File: src/rtl/sync_pkg.sv
// sync_pkg: shared constants and helpers for the sync_edge_detect input
// conditioner.
//   EDGE_PRESS / EDGE_RELEASE / EDGE_BOTH : edge-mode selectors
//   cnt_width(n)   : bits needed for a counter spanning 0..n-1 (min 1)
//   edge_qual(m,l) : does a flip to new level l qualify under mode m
package sync_pkg;

  localparam int EDGE_PRESS   = 0;
  localparam int EDGE_RELEASE = 1;
  localparam int EDGE_BOTH    = 2;

  // clog2-style width; never returns 0 so a D=1 counter still has a
  // legal (constant-zero) register.
  function automatic int cnt_width(input int n);
    int w;
    w = 1;
    while ((1 << w) < n) w++;
    return w;
  endfunction

  function automatic logic edge_qual(input int mode, input logic new_lvl);
    logic q;
    case (mode)
      EDGE_PRESS:   q = new_lvl;
      EDGE_RELEASE: q = ~new_lvl;
      default:      q = 1'b1;
    endcase
    return q;
  endfunction

endpackage

File: src/rtl/sync_edge_chan.sv
// sync_edge_chan: one conditioner channel.
//   synchroniser (SYNC_STAGES flops) -> polarity normalise -> debounce
//   -> registered level + one-cycle qualified edge pulse.
// Ports:
//   clk, rst_n : clock, async active-low reset
//   en         : pulse enable (filtering runs regardless)
//   signal     : raw asynchronous input
//   level      : debounced active-high state
//   pulse      : one-cycle strobe on a qualified level flip
module sync_edge_chan
  import sync_pkg::*;
#(
  parameter bit ACTIVE          = 1'b0,
  parameter int SYNC_STAGES     = 2,
  parameter int DEBOUNCE_CYCLES = 0,
  parameter int EDGE_MODE       = EDGE_PRESS
) (
  input  logic clk,
  input  logic rst_n,
  input  logic en,
  input  logic signal,
  output logic level,
  output logic pulse
);

  localparam int D  = (DEBOUNCE_CYCLES > 1) ? DEBOUNCE_CYCLES : 1;
  localparam int CW = cnt_width(D);
  localparam logic [CW-1:0] CNT_MAX = CW'(D - 1);

  logic [SYNC_STAGES-1:0] sync_q;
  logic [CW-1:0]          cnt;
  logic                   act;
  logic                   flip;

  // Chain resets to the inactive pin level so reset release never looks
  // like an edge unless the pin really is active.
  always_ff @(posedge clk or negedge rst_n) begin
    if (!rst_n) sync_q <= {SYNC_STAGES{~ACTIVE}};
    else        sync_q <= {sync_q[SYNC_STAGES-2:0], signal};
  end

  assign act  = (sync_q[SYNC_STAGES-1] == ACTIVE);
  assign flip = (act != level) && (cnt == CNT_MAX);

  // Counter tracks consecutive cycles that act disagrees with level; any
  // agreeing cycle restarts the count, so short glitches are swallowed.
  always_ff @(posedge clk or negedge rst_n) begin
    if (!rst_n) begin
      cnt   <= '0;
      level <= 1'b0;
    end else if (act == level) begin
      cnt   <= '0;
    end else if (cnt == CNT_MAX) begin
      cnt   <= '0;
      level <= act;
    end else begin
      cnt   <= cnt + CW'(1);
    end
  end

  // Registered alongside the level flip; dropped (not deferred) when en=0.
  always_ff @(posedge clk or negedge rst_n) begin
    if (!rst_n) pulse <= 1'b0;
    else        pulse <= en & flip & edge_qual(EDGE_MODE, act);
  end

endmodule

File: src/rtl/sync_edge_detect.sv
// sync_edge_detect: multi-channel synchronise/debounce/edge-detect block
// for asynchronous board inputs.
// Ports:
//   clk, rst_n : clock, async active-low reset
//   en         : pulse enable
//   signal     : [CHANNELS] raw asynchronous inputs
//   level      : [CHANNELS] debounced active-high state
//   pulse      : [CHANNELS] one-cycle qualified edge strobes
//   any_pulse  : OR of pulse (combinational)
module sync_edge_detect
  import sync_pkg::*;
#(
  parameter int                  CHANNELS        = 4,
  parameter int                  SYNC_STAGES     = 2,
  parameter int                  DEBOUNCE_CYCLES = 0,
  parameter logic [CHANNELS-1:0] ACTIVE_MASK     = '0,
  parameter int                  EDGE_MODE       = EDGE_PRESS
) (
  input  logic                clk,
  input  logic                rst_n,
  input  logic                en,
  input  logic [CHANNELS-1:0] signal,
  output logic [CHANNELS-1:0] level,
  output logic [CHANNELS-1:0] pulse,
  output logic                any_pulse
);

  for (genvar gi = 0; gi < CHANNELS; gi++) begin : g_chan
    sync_edge_chan #(
      .ACTIVE          (ACTIVE_MASK[gi]),
      .SYNC_STAGES     (SYNC_STAGES),
      .DEBOUNCE_CYCLES (DEBOUNCE_CYCLES),
      .EDGE_MODE       (EDGE_MODE)
    ) u_chan (
      .clk    (clk),
      .rst_n  (rst_n),
      .en     (en),
      .signal (signal[gi]),
      .level  (level[gi]),
      .pulse  (pulse[gi])
    );
  end

  assign any_pulse = |pulse;

endmodule

File: config.mk
export PLATFORM = sky130hd
export DESIGN_NAME = sync_edge_detect
export DESIGN_NICKNAME = d
export VERILOG_FILES = /design/src/rtl/sync_pkg.sv /design/src/rtl/sync_edge_chan.sv /design/src/rtl/sync_edge_detect.sv
export SDC_FILE = /design/constraint.sdc
export NUM_CORES = 1
export LEC_CHECK = 0
export ABC_AREA = 1
export CORE_AREA = 2 2 39 41
export DETAILED_ROUTE_END_ITERATION = 7
export DIE_AREA = 0 0 41 43
export PLACE_DENSITY = 0.66
export SYNTH_ARGS = -nofsm -noshare
export SYNTH_HDL_FRONTEND = slang
export SYNTH_HIERARCHICAL = 1
export SYNTH_SLANG_ARGS = --single-unit
File: constraint.sdc
create_clock -name clk -period 1.2 [get_ports clk]
set_input_delay 0.18 -clock clk [delete_from_list [all_inputs] [get_ports clk]]
set_output_delay 0.18 -clock clk [all_outputs]
set_load 0.02 [all_outputs]
==> reports/results.ini <==
[run_status]
status=completed

[sta]
clock_skew_ps=6.48
finalSetupViolations=0
fmax_achieved_mhz=873
hold_slack_ps=207
tns_ps=0
final.min_clock_period_ps=1150
tightest_slew_ps=222
slew-limit-headroom_pct=85.1
final-max-slew-violation-count=0
grt_setup_unrepaired=true
finalHoldViolations=0
final.period_utilization_pct=95.5

[drt]
drt-pass1-iter-count=2
route.vias.total=280
routed_wire_length_per_instance_um=7.97
totalWireLength_um=534
number_of_remaining_drc_errors=0
drt_iter0_drc=1
post_drt_antenna_nets=0
viasPerCell=4.18

[synth]
netlist_top_cells_area=dfstp_2 (43%), dfrtp_1 (41%), nand2_2 (5.1%), nor2_2 (5.1%), inv_2 (3.1%)
postSynthNetCount=38
synth_top_area_share_pct=43.2
synth_area_um2=487
synthesis.instances=31
sequential_to_total_area_share_from_yosys_stat_pct=84.3
synth.avg_cell_area_um2=15.7
register_bit_total_from_synthesis=16
netlist.top_cell.by_area=dfstp_2
synth_cell_type_count=7
yosysWarningCount=6

[cells_and_area]
post_route_cells_drive_above_1_share_pct=51.0
layout.nets=59
fillCellCount=138
multi_input_comb_area_um2=61.3
layout.area.seq_um2=410
area_growth_pct=40.6
diodes=0
final_util_pct=49.5

[worst_setup_path]
worst_flop_to_flop_path_startpoint=g_chan[0].u_chan/sync_q[1]
worstPathRequired_ps=1020
path_class=flip-flop to output port
crit_path_start_kind=flip-flop
endpoint_kind=output port
cp_top_family=flip-flops
timing.reg2reg.worst_path_depth=3
critical_path_peak_fanout=2
reg2reg_setup_slack_ps=460
cp_slowest_stage_delay_ps=380
critPathArrivalTime_ps=970
worstPathBufferInverterCount=1
crit_chain=dlygate4sd2_1
crit-reg2reg-capture=g_chan[0].u_chan/pulse
critical_path.slowest_cell=dfrtp_1

[die]
die_width_um=41
start_util_pct=35.2
fp.coreArea_um2=1380
top_level_ports=16
die_height_um=43
die-area_um2=1760
rows=14

[grt]
grt.total_usage_pct=9.46
first_global_vias=272
first_pass_grt_wire_length_um=1030
initial_antenna_violation_count=0
grt_overflow=0
grt_start_max_net_pins=17

[power]
power.leakage_nw=0.318
p_per_area_nw_per_um2=1390
ir_worst_vdd_v=0.000642

[clock_tree]
ctsRootBufferMaster=clkbuf_4
cts-htree-levels=1
cts_made_buffers=3
cts-root-to-sink-buffers=2
worstSkewPairLatency_ps=270
cts_sinks=16
clkTransAtPathRegs_ps=80
clock_tree_from_tritoncts=built
post_cts_buffers=0

[placement]
place.gp.congestion=0.567
hpwlAfterDp_um=411
numPortBuffers=15

[worst_hold_path]
class_of_the_worst_hold_path=input port to async pin

[run]
max-cap-violations=0

-- state kept, by name, summed over array words and instances (netlist names) --
name,flops
g_chan.u_chan/pulse,4
g_chan.u_chan/sync_q,8
g_chan.u_chan/level,4
-- where the power goes --
group | internal (mW) | leakage, nW | total, mW | switching (mW)
Sequential | 0.575 | 0.185 | 0.587 | 0.0116
Clock | 0.129 | 0.0150 | 0.272 | 0.143
Combinational | 0.0455 | 0.118 | 0.0950 | 0.0494
Total | 0.749 | 0.318 | 0.954 | 0.204
-- synth_stat cells --
library cell	n
nand2_1	1
nand2_2	4
dfstp_2	8
nor2_1	2
nor2_2	4
dfrtp_1	8
inv_2	4
-- cell type report --
| cell class | count | area share, % |
|---|---|---|
| clock buffers | 4 | 3.84 |
| inverters | 4 | 2.19 |
| multi-input cells | 11 | 8.96 |
| flip-flops and latches | 16 | 60.0 |
| well taps | 16 | 2.93 |
| repair buffers | 16 | 22.1 |
-- cells in the final DEF, fill, tap and decap left out, types with 2 or more instances in the layout --
cell             n
dfrtp_1          8
nor2_2           4
clkdlybuf4s15_1  5
nand2_2          4
dfstp_2          8
inv_2            4
clkdlybuf4s50_1  6
nor2_1           2
dlygate4sd2_1    2
clkbuf_4         3
-- per-stage QoR --
step           cell area, um^2  worst slack [ps]  power (mW)  std cells
2_1_floorplan              487               327       0.632         31
3_3_place_gp               664             -20.7       0.698         63
3_5_place_dp               664             -14.0       0.700         63
4_1_cts                    677             0.319       0.978         67
5_1_grt                    684             -5.30        1.02         67
6_report                   684              54.6       0.954         67
-- timing repair --
item / in CTS / in global routing
endpoints found under the setup margin: 9 / 8
pin swaps: 0 / 1
gates resized for setup: 13 / 8
hold buffers: 0 / 0
-- cell families after synthesis --
family / share of synthesized area (%)
buffers and inverters: 3.08
flip-flops: 84.3
AND/OR/NAND/NOR: 12.6
-- worst max path at each step --
| stage | to | slack (ps) | from | cells after the start |
|---|---|---|---|---|
| final | pulse[0] | 50 | g_chan[0].u_chan/pulse | 1 |
| after global placement | any_pulse | -20 | g_chan[3].u_chan/pulse | 3 |
| after global routing | pulse[0] | -5 | g_chan[0].u_chan/pulse | 1 |
| after detailed placement | any_pulse | -10 | g_chan[3].u_chan/pulse | 3 |
| after CTS | level[0] | 0.3 | g_chan[0].u_chan/level | 1 |
| after floorplan | any_pulse | 330 | g_chan[3].u_chan/pulse | 2 |
-- per-layer routing --
metal  GRT usage (%)  wire length (um)
met1            9.03               188
met2            13.1               288
met3            4.71                56
met4            10.0                 0
met5               0                 0
(Power assumes the default switching activity.)
